===== src/rtl/pll_scan_reconfig.sv =====
// Scan-chain reconfiguration controller: streams one ROM image per frequency step
// into the selected MAX10 PLL, then issues configupdate, resets the PLL and waits for stable lock.
module pll_scan_reconfig #(
  parameter int unsigned NUM_PLL      = 2,
  parameter int unsigned FREQ_W       = 8,
  parameter int unsigned MAX_FREQ     = 96,
  parameter int unsigned DEFAULT_FREQ = 1,
  parameter int unsigned CHAIN_BITS   = 144,
  parameter int unsigned ROM_AW       = 14,
  parameter int unsigned RAMP_EN      = 1,
  parameter int unsigned LOCK_STABLE  = 16,
  parameter int unsigned TIMEOUT      = 65535,
  parameter int unsigned RETRIES      = 1,
  localparam int unsigned SEL_W       = (NUM_PLL > 1) ? $clog2(NUM_PLL) : 1
) (
  input  logic                        clk_i,
  input  logic                        rst_i,
  input  logic                        go_i,
  input  logic [SEL_W-1:0]            pll_sel_i,
  input  logic [FREQ_W-1:0]           req_freq_i,
  output logic                        busy_o,
  output logic                        done_o,
  output logic                        error_o,
  output logic [NUM_PLL*FREQ_W-1:0]   cur_freq_o,
  output logic [ROM_AW-1:0]           rom_addr_o,
  input  logic                        rom_q_i,
  output logic                        scandata_o,
  output logic [NUM_PLL-1:0]          scanclkena_o,
  output logic [NUM_PLL-1:0]          configupdate_o,
  output logic [NUM_PLL-1:0]          areset_o,
  input  logic [NUM_PLL-1:0]          scandone_i,
  input  logic [NUM_PLL-1:0]          locked_i
);

  localparam int unsigned SELX_W = SEL_W + 1;
  localparam int unsigned WAIT_W = $clog2(TIMEOUT + 1);
  localparam int unsigned SH_W   = $clog2(CHAIN_BITS);
  localparam int unsigned LK_W   = $clog2(LOCK_STABLE + 1);
  localparam int unsigned ATT_W  = $clog2(RETRIES + 2);

  typedef enum logic [3:0] {
    S_IDLE, S_CHECK, S_ADDR, S_PRIME, S_SHIFT, S_UPDATE,
    S_WAIT_DONE, S_PRST, S_WAIT_LOCK, S_NEXT, S_FAIL
  } state_e;

  state_e                          state_q;
  logic [SEL_W-1:0]                sel_q;
  logic [FREQ_W-1:0]               tgt_q;
  logic [FREQ_W-1:0]               step_q;
  logic [NUM_PLL-1:0][FREQ_W-1:0]  cur_q;
  logic [WAIT_W-1:0]               wait_q;
  logic [SH_W-1:0]                 sh_cnt_q;
  logic [LK_W-1:0]                 lock_cnt_q;
  logic [ATT_W-1:0]                att_q;
  logic                            busy_q;
  logic                            done_q;
  logic                            error_q;
  logic [ROM_AW-1:0]               rom_addr_q;
  logic [NUM_PLL-1:0]              scanclkena_q;
  logic [NUM_PLL-1:0]              configupdate_q;
  logic [NUM_PLL-1:0]              areset_q;
  logic [NUM_PLL-1:0]              lock_meta_q;
  logic [NUM_PLL-1:0]              lock_sync_q;

  logic [NUM_PLL-1:0]              onehot_d;
  logic [FREQ_W-1:0]               cur_sel_d;
  logic [ROM_AW-1:0]               base_d;
  logic                            req_bad_d;
  logic                            lock_d;

  // Next index on the way from frm to to: one step when ramping, otherwise straight there.
  function automatic logic [FREQ_W-1:0] step_toward(input logic [FREQ_W-1:0] frm,
                                                    input logic [FREQ_W-1:0] to);
    if (RAMP_EN == 0) return to;
    return (to > frm) ? frm + FREQ_W'(1) : frm - FREQ_W'(1);
  endfunction

  assign onehot_d  = NUM_PLL'(1) << sel_q;
  assign cur_sel_d = cur_q[sel_q];
  assign base_d    = ROM_AW'(ROM_AW'(step_q) * ROM_AW'(CHAIN_BITS) - ROM_AW'(1));
  assign req_bad_d = (tgt_q == '0) || (tgt_q > FREQ_W'(MAX_FREQ)) ||
                     (SELX_W'(sel_q) >= SELX_W'(NUM_PLL));
  assign lock_d    = lock_sync_q[sel_q];

  // Two-flop synchroniser for the asynchronous PLL lock indicators.
  always_ff @(posedge clk_i) begin
    if (rst_i) begin
      lock_meta_q <= '0;
      lock_sync_q <= '0;
    end else begin
      lock_meta_q <= locked_i;
      lock_sync_q <= lock_meta_q;
    end
  end

  always_ff @(posedge clk_i) begin
    if (rst_i) begin
      state_q        <= S_IDLE;
      sel_q          <= '0;
      tgt_q          <= '0;
      step_q         <= '0;
      for (int i = 0; i < int'(NUM_PLL); i++) cur_q[i] <= FREQ_W'(DEFAULT_FREQ);
      wait_q         <= '0;
      sh_cnt_q       <= '0;
      lock_cnt_q     <= '0;
      att_q          <= '0;
      busy_q         <= 1'b0;
      done_q         <= 1'b0;
      error_q        <= 1'b0;
      rom_addr_q     <= '0;
      scanclkena_q   <= '0;
      configupdate_q <= '0;
      areset_q       <= '0;
    end else begin
      done_q         <= 1'b0;
      error_q        <= 1'b0;
      configupdate_q <= '0;
      areset_q       <= '0;
      unique case (state_q)
        S_IDLE: begin
          if (go_i) begin
            sel_q   <= pll_sel_i;
            tgt_q   <= req_freq_i;
            busy_q  <= 1'b1;
            state_q <= S_CHECK;
          end
        end
        S_CHECK: begin
          if (req_bad_d) begin
            state_q <= S_FAIL;
          end else if (tgt_q == cur_sel_d) begin
            done_q  <= 1'b1;
            busy_q  <= 1'b0;
            state_q <= S_IDLE;
          end else begin
            step_q  <= step_toward(cur_sel_d, tgt_q);
            att_q   <= '0;
            state_q <= S_ADDR;
          end
        end
        S_ADDR: begin
          rom_addr_q <= base_d;
          state_q    <= S_PRIME;
        end
        // ROM has one cycle of latency, so the first address is issued a cycle ahead of the shift.
        S_PRIME: begin
          rom_addr_q   <= rom_addr_q - ROM_AW'(1);
          sh_cnt_q     <= '0;
          scanclkena_q <= onehot_d;
          state_q      <= S_SHIFT;
        end
        S_SHIFT: begin
          if (sh_cnt_q == SH_W'(CHAIN_BITS - 1)) begin
            scanclkena_q   <= '0;
            configupdate_q <= onehot_d;
            wait_q         <= '0;
            state_q        <= S_UPDATE;
          end else begin
            sh_cnt_q <= sh_cnt_q + SH_W'(1);
            // Stop at the image's lowest word rather than stepping into the previous image.
            if (sh_cnt_q < SH_W'(CHAIN_BITS - 2)) rom_addr_q <= rom_addr_q - ROM_AW'(1);
          end
        end
        S_UPDATE: begin
          wait_q  <= '0;
          state_q <= S_WAIT_DONE;
        end
        S_WAIT_DONE: begin
          if ((scandone_i & onehot_d) != '0) begin
            areset_q <= onehot_d;
            state_q  <= S_PRST;
          end else if (wait_q == WAIT_W'(TIMEOUT)) begin
            if (att_q < ATT_W'(RETRIES)) begin
              att_q   <= att_q + ATT_W'(1);
              state_q <= S_ADDR;
            end else begin
              state_q <= S_FAIL;
            end
          end else begin
            wait_q <= wait_q + WAIT_W'(1);
          end
        end
        S_PRST: begin
          wait_q     <= '0;
          lock_cnt_q <= '0;
          state_q    <= S_WAIT_LOCK;
        end
        S_WAIT_LOCK: begin
          if (lock_d && (lock_cnt_q == LK_W'(LOCK_STABLE - 1))) begin
            state_q <= S_NEXT;
          end else if (wait_q == WAIT_W'(TIMEOUT)) begin
            if (att_q < ATT_W'(RETRIES)) begin
              att_q   <= att_q + ATT_W'(1);
              state_q <= S_ADDR;
            end else begin
              state_q <= S_FAIL;
            end
          end else begin
            wait_q     <= wait_q + WAIT_W'(1);
            lock_cnt_q <= lock_d ? lock_cnt_q + LK_W'(1) : '0;
          end
        end
        S_NEXT: begin
          cur_q[sel_q] <= step_q;
          if (step_q == tgt_q) begin
            done_q  <= 1'b1;
            busy_q  <= 1'b0;
            state_q <= S_IDLE;
          end else begin
            step_q  <= step_toward(step_q, tgt_q);
            att_q   <= '0;
            state_q <= S_ADDR;
          end
        end
        S_FAIL: begin
          error_q <= 1'b1;
          busy_q  <= 1'b0;
          state_q <= S_IDLE;
        end
        default: state_q <= S_IDLE;
      endcase
    end
  end

  assign busy_o         = busy_q;
  assign done_o         = done_q;
  assign error_o        = error_q;
  assign cur_freq_o     = cur_q;
  assign rom_addr_o     = rom_addr_q;
  assign scandata_o     = rom_q_i;
  assign scanclkena_o   = scanclkena_q;
  assign configupdate_o = configupdate_q;
  assign areset_o       = areset_q;

endmodule

===== config.mk =====
export PLATFORM = sky130hd
export DESIGN_NAME = pll_scan_reconfig
export DESIGN_NICKNAME = d
export VERILOG_FILES = /design/src/rtl/pll_scan_reconfig.sv
export SDC_FILE = /design/constraint.sdc
export NUM_CORES = 1
export LEC_CHECK = 0
export CAP_MARGIN = 20
export CORE_ASPECT_RATIO = 0.75
export CORE_MARGIN = 3
export CORE_UTILIZATION = 62
export DETAILED_ROUTE_END_ITERATION = 8
export GPL_ROUTABILITY_DRIVEN = 0
export PLACE_DENSITY = 0.86
export SKIP_CTS_REPAIR_TIMING = 1
export SYNTH_ARGS = -nofsm -noshare
export SYNTH_HDL_FRONTEND = slang
export SYNTH_SLANG_ARGS = --single-unit

===== constraint.sdc =====
create_clock -name clk_i -period 8.9 [get_ports clk_i]
set_input_delay 2.225 -clock clk_i [delete_from_list [all_inputs] [get_ports clk_i]]
set_output_delay 2.225 -clock clk_i [all_outputs]
set_load 0.01 [all_outputs]

==> flow_metrics.tcl, run 1 <==
set metrics [dict create \
    synth_top_area_share_pct 32.8 \
    crit_start "rom_q_i" \
    seqCellArea_mm2 0.00190 \
    io_buffers 54 \
    whs_path_depth 1 \
    skew_ps 5.41 \
    gr-total-overflow 0 \
    ys_warn_count 0 \
    dpl.cell_count 863 \
    syn_to_final_growth_pct 15.4 \
    path_max_fanout 1 \
    dr.pass1.iters 5 \
    synth_nets 779 \
    ff2ff_path_depth 15 \
    grt_antenna_before_repair 0 \
    synth_cell_types 67 \
    async_flop_share_pct 0 \
    post_synth_instance_area_mm2 0.00580 \
    cp-end-kind "output port" \
    max_freq_mhz 225 \
    core_area_mm2 0.00878 \
    required_ps 6680 \
    synth_flop_cell "dfxtp_1" \
    leakage_nw 2.65 \
    worstSkewPairLatency_ps 350 \
    nets 815 \
    period_share_pct 50.0 \
    final_cell_mix "dfxtp_1, nor2_1, nand2_1" \
    antenna-diode-count 0 \
    via_per_inst 6.26 \
    start_kind "primary input" \
    r2r_end "step_q[7]$_SDFFE_PP0P_" \
    num_rows 29 \
    numCtsBuffers 9 \
    drt_wl_total_um 14700 \
    p_total_w 0.00147 \
    fillers 641 \
    drv_slew 0 \
    die_y_um 89.8 \
    synth_cells 714 \
    cts_root_buf "clkbuf_16" \
    vias 5503 \
    cts_buffer_depth 2 \
    yosysSeqAreaShare_pct 32.8 \
    start_util_pct 66.1 \
    grt_pass1_vias 5080 \
    cp_data_arrival_time_ps 2230 \
    synth-edff-count 0 \
    cp-endpoint "scandata_o" \
    clock_sinks 95 \
    grt_max_degree 69 \
    post-route-min-period_ps 4450 \
    ir_drop_mv 0.127 \
    drtIter0Drc 577 \
    final_common_cell "dfxtp_1" \
    maxSlewHeadroom_pct 44.5 \
    die_area_mm2 0.0106 \
    hold_violations 0 \
    hpwl_um 10500 \
    avgRoutedWirePerCell_um 16.7 \
    drive_gt1_share_pct 3.84 \
    rrSetupSlack_ps 4570 \
    tightest_slew_ps 830 \
    critical_path_class "primary input to output port" \
    cts_tree "built" \
    grt_pass1_wl_um 24600 \
    path_depth 0 \
    grt_usage_pct 27.3 \
    drc 0 \
    ys_top_cells_by_area "dfxtp_1, ha_1, nor2_1" \
    finalSetupViolCount 0 \
    synth_area_per_cell_um2 8.13 \
    ios 57 \
    path_clk_slew_ps 70 \
    die_w_um 118 \
    multi_input_area_mm2 0.00365 \
    r2r-start "sel_q$_SDFFE_PP0P_" \
    power_density_mw_per_mm2 220 \
    drv_cap 0 \
    rsz0062_at_grt "false" \
    ys_ff_latch 95 \
    hp-class "flip-flop to flip-flop" \
    synth_largest_area_cell "dfxtp_1" \
    status "complete, no violations" \
    cts-htree-levels 3 \
    ant_nets 0 \
    fin_setup_tns_ps 0 \
    stdcell_count 879 \
]
## layer usage
layer	GRT usage [%]	wire, µm	vias to the layer above	share of wire, %
met4	6.63	223	0	1.5
met1	37.5	6500	2565	44
li1	-	-	2640	-
met5	0	0	-	0
met3	5.83	1280	27	8.7
met2	44.0	6670	271	45
## power breakdown
| group | switching, W | leakage [nW] | total [W] | internal [W] |
|---|---|---|---|---|
| clock network | 0.000167 | 0.156 | 0.000413 | 0.000247 |
| logic | 0.000315 | 1.73 | 0.000554 | 0.000239 |
| registers | 0.0000494 | 0.771 | 0.000503 | 0.000454 |
| total | 0.000531 | 2.65 | 0.00147 | 0.000940 |
## cell type report
| class | instances | share of cell area, % |
|---|---|---|
| sequential | 95 | 28.4 |
| clock buffer | 9 | 3.36 |
| tap | 124 | 2.32 |
| timing repair buffer | 56 | 8.22 |
| inverter | 32 | 1.79 |
| multi-input combinational | 556 | 54.5 |
| clock inverter | 7 | 1.42 |
## cells by family after synthesis
group	synth area share (%)
AO/OA/AOI/OAI	18.7
XOR/XNOR	6.79
adder cells (fa/ha/maj)	10.7
buffers and inverters	4.33
flip-flops	32.8
multiplexers	3.84
AND/OR/NAND/NOR	22.8
## registers in the layout, indices dropped and copies added, names as in the netlist, 4 cells and up
name and count:
cur_freq_o 16, lock_cnt_q 5, rom_addr_o 14, sh_cnt_q 8
state_q 4, step_q 8, tgt_q 8, wait_q 16
## worst min-delay path by stage
stage / from / slack (ps) / end
2_1_floorplan: lock_meta_q[0]$_SDFF_PP0_ / 410 / lock_sync_q[0]$_SDFF_PP0_
3_3_place_gp: lock_meta_q[1]$_SDFF_PP0_ / 420 / lock_sync_q[1]$_SDFF_PP0_
3_5_place_dp: lock_meta_q[0]$_SDFF_PP0_ / 430 / lock_sync_q[0]$_SDFF_PP0_
4_1_cts: lock_meta_q[0]$_SDFF_PP0_ / 450 / lock_sync_q[0]$_SDFF_PP0_
5_1_grt: lock_meta_q[0]$_SDFF_PP0_ / 460 / lock_sync_q[0]$_SDFF_PP0_
6_report: lock_meta_q[0]$_SDFF_PP0_ / 450 / lock_sync_q[0]$_SDFF_PP0_
## synthesized netlist by cell type, drive strengths merged, types with 5 or more instances
library cell / count
dfxtp: 95
nor2: 83
nand2: 60
a21oi: 56
ha: 45
nand3: 37
o21ai: 32
inv: 31
xor2: 25
clkbuf: 22
nand4: 22
mux2i: 20
xnor2: 20
nor3: 17
a211oi: 13
a21o: 12
nor2b: 10
buf: 9
a31oi: 7
and3: 7
nand2b: 7
o211ai: 7
o21a: 6
nor4: 5
or2: 5
## through the flow
stage / hold slack (ps) / area, µm² / worst slack, ps / util (%)
after floorplan: 414 / 5800 / 4330 / -
after global placement: 416 / 6380 / 4450 / 72.6
after detailed placement: 434 / 6380 / 4450 / 72.6
after CTS: 450 / 6700 / 4450 / 76.3
after global routing: 460 / 6700 / 4360 / 76.3
final: 445 / 6700 / 4450 / 76.3
Note: power is estimated with default switching activity, not from simulation.
==> run 2: changes to the inputs <==
--- a/config.mk
+++ b/config.mk
@@ -8,10 +8,10 @@
 export CAP_MARGIN = 20
 export CORE_ASPECT_RATIO = 0.75
 export CORE_MARGIN = 3
-export CORE_UTILIZATION = 62
+export CORE_UTILIZATION = 52
 export DETAILED_ROUTE_END_ITERATION = 8
 export GPL_ROUTABILITY_DRIVEN = 0
-export PLACE_DENSITY = 0.86
+export PLACE_DENSITY = 0.77
 export SKIP_CTS_REPAIR_TIMING = 1
 export SYNTH_ARGS = -nofsm -noshare
 export SYNTH_HDL_FRONTEND = slang
==> constraint.sdc (replaced) <==
create_clock -name clk_i -period 3.8 [get_ports clk_i]
set_input_delay 0.95 -clock clk_i [delete_from_list [all_inputs] [get_ports clk_i]]
set_output_delay 0.95 -clock clk_i [all_outputs]
set_load 0.01 [all_outputs]
==> flow_metrics.tcl, run 2 (synthesized netlist as in run 1, its figures left out) <==
set metrics [dict create \
    power.switching_w 0.00130 \
    start_util_pct 54.9 \
    power_density_mw_per_mm2 501 \
    dr.pass1.iters 6 \
    gr-total-overflow 0 \
    maxSlewHeadroom_pct 55.7 \
    clock_sinks 95 \
    power_frac_comb_pct 41.9 \
    grt_usage_pct 24.4 \
    period_share_pct 94.8 \
    grt_antenna_before_repair 0 \
    syn_to_final_growth_pct 18.0 \
    cts_root_buf "clkbuf_16" \
    antenna-diode-count 0 \
    vias 5472 \
    cp_data_arrival_time_ps 3870 \
    grt_pass1_vias 5002 \
    start_kind "flip-flop" \
    final_common_cell "dfxtp_1" \
    stdcell_count 908 \
    num_rows 32 \
    dpl.cell_count 892 \
    core_area_mm2 0.0106 \
    critical_path_class "flip-flop to flip-flop" \
    p_total_w 0.00343 \
    die_w_um 128 \
    tightest_slew_ps 662 \
    dp_slack_ps 53.7 \
    hpwl_um 11400 \
    worstSkewPairLatency_ps 350 \
    cts_buffer_depth 2 \
    finalSetupViolCount 0 \
    skew_ps 6.81 \
    internal-power_w 0.00213 \
    grt_max_degree 31 \
    hp-class "flip-flop to flip-flop" \
    p_sw_share_pct 37.8 \
    power_frac_clock_pct 24.7 \
    drt_wl_total_um 15200 \
    hold_violations 0 \
    drc 0 \
    final_cell_mix "dfxtp_1, nor2_1, nand2_1" \
    via_per_inst 6.03 \
    ios 57 \
    post-route-min-period_ps 3600 \
    ir_drop_mv 0.232 \
    avgRoutedWirePerCell_um 16.8 \
    grt_pass1_wl_um 25000 \
    cts_tree "built" \
    drv_slew 0 \
    cts-htree-levels 3 \
    path_clk_slew_ps 70 \
    required_ps 4060 \
    seq_power_share_pct 33.4 \
    io_buffers 54 \
    drive_gt1_share_pct 6.87 \
    ant_nets 0 \
    cp-end-kind "flip-flop" \
    drv_cap 0 \
    die_area_mm2 0.0125 \
    rrSetupSlack_ps 200 \
    worst_slack_ps 199 \
    leakage_nw 2.74 \
    die_y_um 97.5 \
    status "complete, no violations" \
    numCtsBuffers 9 \
    max_freq_mhz 278 \
    path_max_fanout 25 \
    drtIter0Drc 537 \
    nets 832 \
]
## run 2: metal layers
layer	up-vias	share of wire [%]	global-route usage, %
met2	256	44	36.2
met4	0	1.5	5.95
met3	30	8.2	5.88
met1	2510	46	35.4
met5	-	0	0
li1	2676	-	-
## run 2: worst max-delay path, stage by stage (launching register included)
cell and delay [ps]:
dfxtp_1 360, buf_12 180, mux2_2 430, ha_1 290, nand4_1 110, nor2_1 70
a211o_1 260, and2_2 240, ha_1 360, a21o_1 220, a21oi_2 180, nand2_1 80
a21oi_1 210, xnor2_1 160, o21ai_0 140, a211oi_2 220
## run 2: per-stage QoR
step                cell area [µm²]  TNS [ps]  utilization [%]  hold slack, ps
floorplan                      5800         0                -             414
global placement               6530         0             61.8             420
detailed placement             6530         0             61.8             428
CTS                            6810         0             64.4             443
global route                   6850     -3.68             64.8             452
finish                         6850         0             64.8             438
## run 2: area by class of cell
| cell class | instances | area, µm² |
|---|---|---|
| Clock buffer | 11 | 243 |
| Fill cell | 922 | 3720 |
| Timing Repair Buffer | 73 | 691 |
| Inverter | 32 | 120 |
| Tap cell | 136 | 170 |
| Sequential cell | 95 | 1900 |
| Clock inverter | 5 | 33.8 |
| Multi-Input combinational cell | 556 | 3690 |
## run 2: power by group through the flow
| stage | clock network, W | logic, W | registers [W] |
|---|---|---|---|
| floorplan | 0 | 0.000979 | 0.00116 |
| global placement | 0 | 0.00130 | 0.00116 |
| detailed placement | 0 | 0.00136 | 0.00117 |
| CTS | 0.000865 | 0.00137 | 0.00114 |
| global route | 0.000908 | 0.00157 | 0.00116 |
| finish | 0.000846 | 0.00144 | 0.00115 |
## run 2: worst paths after layout
check	from	endpoint	cells after the start
worst max-delay path	sel_q$_SDFFE_PP0P_	step_q[5]$_SDFFE_PP0P_	15
worst min-delay path	lock_meta_q[1]$_SDFF_PP0_	lock_sync_q[1]$_SDFF_PP0_	1
worst max register to register	sel_q$_SDFFE_PP0P_	step_q[5]$_SDFFE_PP0P_	15
worst min register to register	lock_meta_q[1]$_SDFF_PP0_	lock_sync_q[1]$_SDFF_PP0_	1
==> variant: new RTL, config.mk and constraints of run 2 <==
Set the parameter `RAMP_EN` to 0 (it was 1).
--- a/src/rtl/pll_scan_reconfig.sv
+++ b/src/rtl/pll_scan_reconfig.sv
@@ -7,7 +7,7 @@
   parameter int unsigned DEFAULT_FREQ = 1,
   parameter int unsigned CHAIN_BITS   = 144,
   parameter int unsigned ROM_AW       = 14,
-  parameter int unsigned RAMP_EN      = 1,
+  parameter int unsigned RAMP_EN      = 0,
   parameter int unsigned LOCK_STABLE  = 16,
   parameter int unsigned TIMEOUT      = 65535,
   parameter int unsigned RETRIES      = 1,
Check against the original RTL: not equivalent (Yosys sat finds a counterexample within 4 cycles, from zero or initial values and one cycle with rst_i high).
==> variant against run 2 <==
Synthesized area decreased by 13%; power increased by 4.1%; wire length decreased by 24%; cell area decreased by 14%; setup slack improved by 650 ps; sequential cell count unchanged; sequential share of layout area increased by 4.6 points; clock skew increased by 1.2 ps; count of clock-buffer cells in the layout unchanged; combinational power decreased by 8%; first-iteration DRC count decreased by 32%.
==> variant: results <==
[worst_hold_path]
holdPathEnd = "lock_sync_q[0]"
hold_start = "lock_meta_q[0]"
hp-class = "reg -> reg"

[floorplanning]
initial_core_util = 0.5451

[sta]
hold_ws_ps = 438.0
clock-skew-final_ps = 7.983
finalHoldViolCount = 0
max_slew_margin = 0.3073

[global_routing]
grt_first_pass_wirelength_mm = 19.66
grt_use_total = 0.2184
grt_pass1_vias = 4027
grt_max_degree = 39

[setup_path]
r2r_slack_ps = 850
cp.arrival_ps = 3170
r2r_cells = 7
critPathMaxFanout = 19
r2r_end = "wait_q[3]"

[yosys]
synth_common_cells = "nor2_1 (97), dfxtp_1 (95), mux2i_1 (41), nand2_1 (37), xor2_1 (37)"
synth_nets = 618
synth-seq-area-share = 0.3778
ys_top_cells_by_area = "dfxtp_1 (38%), mux2i_1 (8.2%), nor2_1 (7.2%), xor2_1 (6.4%), ha_1 (4.2%)"
synth_cell_types = 64

[placed_design]
post-place-ws_ps = 699.5
dp_hpwl_mm = 8.237

[finish]
final_nets = 655
drive_above_1_share = 0.05280
fillers = 791

[power_and_ir_drop]
p_leak_uw = 0.002309
ir_worst_vdd_v = 0.0003741

[detailed_routing]
via_per_inst = 5.651
drt_iter0_drc = 364
wire_per_inst_um = 15.38
dr.pass1.iters = 5

[clock_tree]
clkLatencyLatePin_ps = 350
cts_buffers = 9
clkTransAtPathRegs_ps = 70

[run_status]
status = "finished clean"
## variant: cell count changes in the layout (fill, tap and decap cells not counted), moves of 16 or more
| cell | delta |
|---|---|
| buf_4 | -17 |
| a21oi_1 | -21 |
| mux2i_1 | +22 |
| inv_1 | -16 |
| ha_1 | -28 |
| nor2_1 | +17 |
| nand2_1 | -23 |
| o21ai_1 | -16 |
## variant: layout make-up
type | instances | area (um2) | share of cell area
Multi-Input combinational cell | 444 | 2928 | 0.4979
Clock inverter | 5 | 58.81 | 0.01000
Inverter | 15 | 56.30 | 0.009574
Sequential cell | 95 | 1902 | 0.3234
Tap cell | 128 | 160.2 | 0.02723
Timing Repair Buffer | 55 | 543.0 | 0.09234
Clock buffer | 11 | 232.7 | 0.03957
## variant: through the flow
step / instance area [um2] / utilization / cells
after floorplan: 5034 / - / 583
after global placement: 5589 / 0.6053 / 737
after detailed placement: 5589 / 0.6053 / 737
after CTS: 5881 / 0.6369 / 753
after global routing: 5881 / 0.6369 / 753
final: 5881 / 0.6369 / 753
## variant: cells by family after synthesis
family / synth area share
buffers and inverters: 0.04052
AND/OR/NAND/NOR: 0.2456
AO/OA/AOI/OAI: 0.1156
multiplexers: 0.08377
flip-flops: 0.3778
XOR/XNOR: 0.09048
adder cells (fa/ha/maj): 0.04623
## variant: where the power goes
group | total, uW | switching [uW] | internal, uW | leakage [uW]
registers | 1350 | 228 | 1120 | 0.000770
logic | 1330 | 743 | 588 | 0.00140
clock network | 891 | 381 | 510 | 0.000136
total | 3570 | 1350 | 2220 | 0.00231
## variant: metal layers
layer / up-vias / part of all wire / wire length, um / global-route usage
met5: - / 0 / 0 / 0
met4: 0 / 0.013 / 153 / 0.06864
met3: 16 / 0.042 / 488 / 0.04608
met2: 96 / 0.47 / 5401 / 0.3416
met1: 2035 / 0.48 / 5534 / 0.3020
li1: 2108 / - / - / -
## variant: worst max-delay path by stage
stage	start	to	slack (ps)	depth (start not counted)
final	sel_q	wait_q[3]	850	7
after global routing	sel_q	wait_q[7]	700	7
after CTS	sel_q	step_q[5]	910	7
after detailed placement	scandone_i[1]	wait_q[3]	700	8
after global placement	scandone_i[1]	wait_q[9]	790	8
after floorplan	step_q[1]	rom_addr_o[13]	1390	11
## variant: worst max-delay path, cell delays in order (launching register included)
cell and delay [ps]:
dfxtp_1 1000, mux2i_1 400, nand2b_1 180, a21oi_2 120, a221oi_4 650, nand4_1 220
xor2_1 180, nor2_1 50
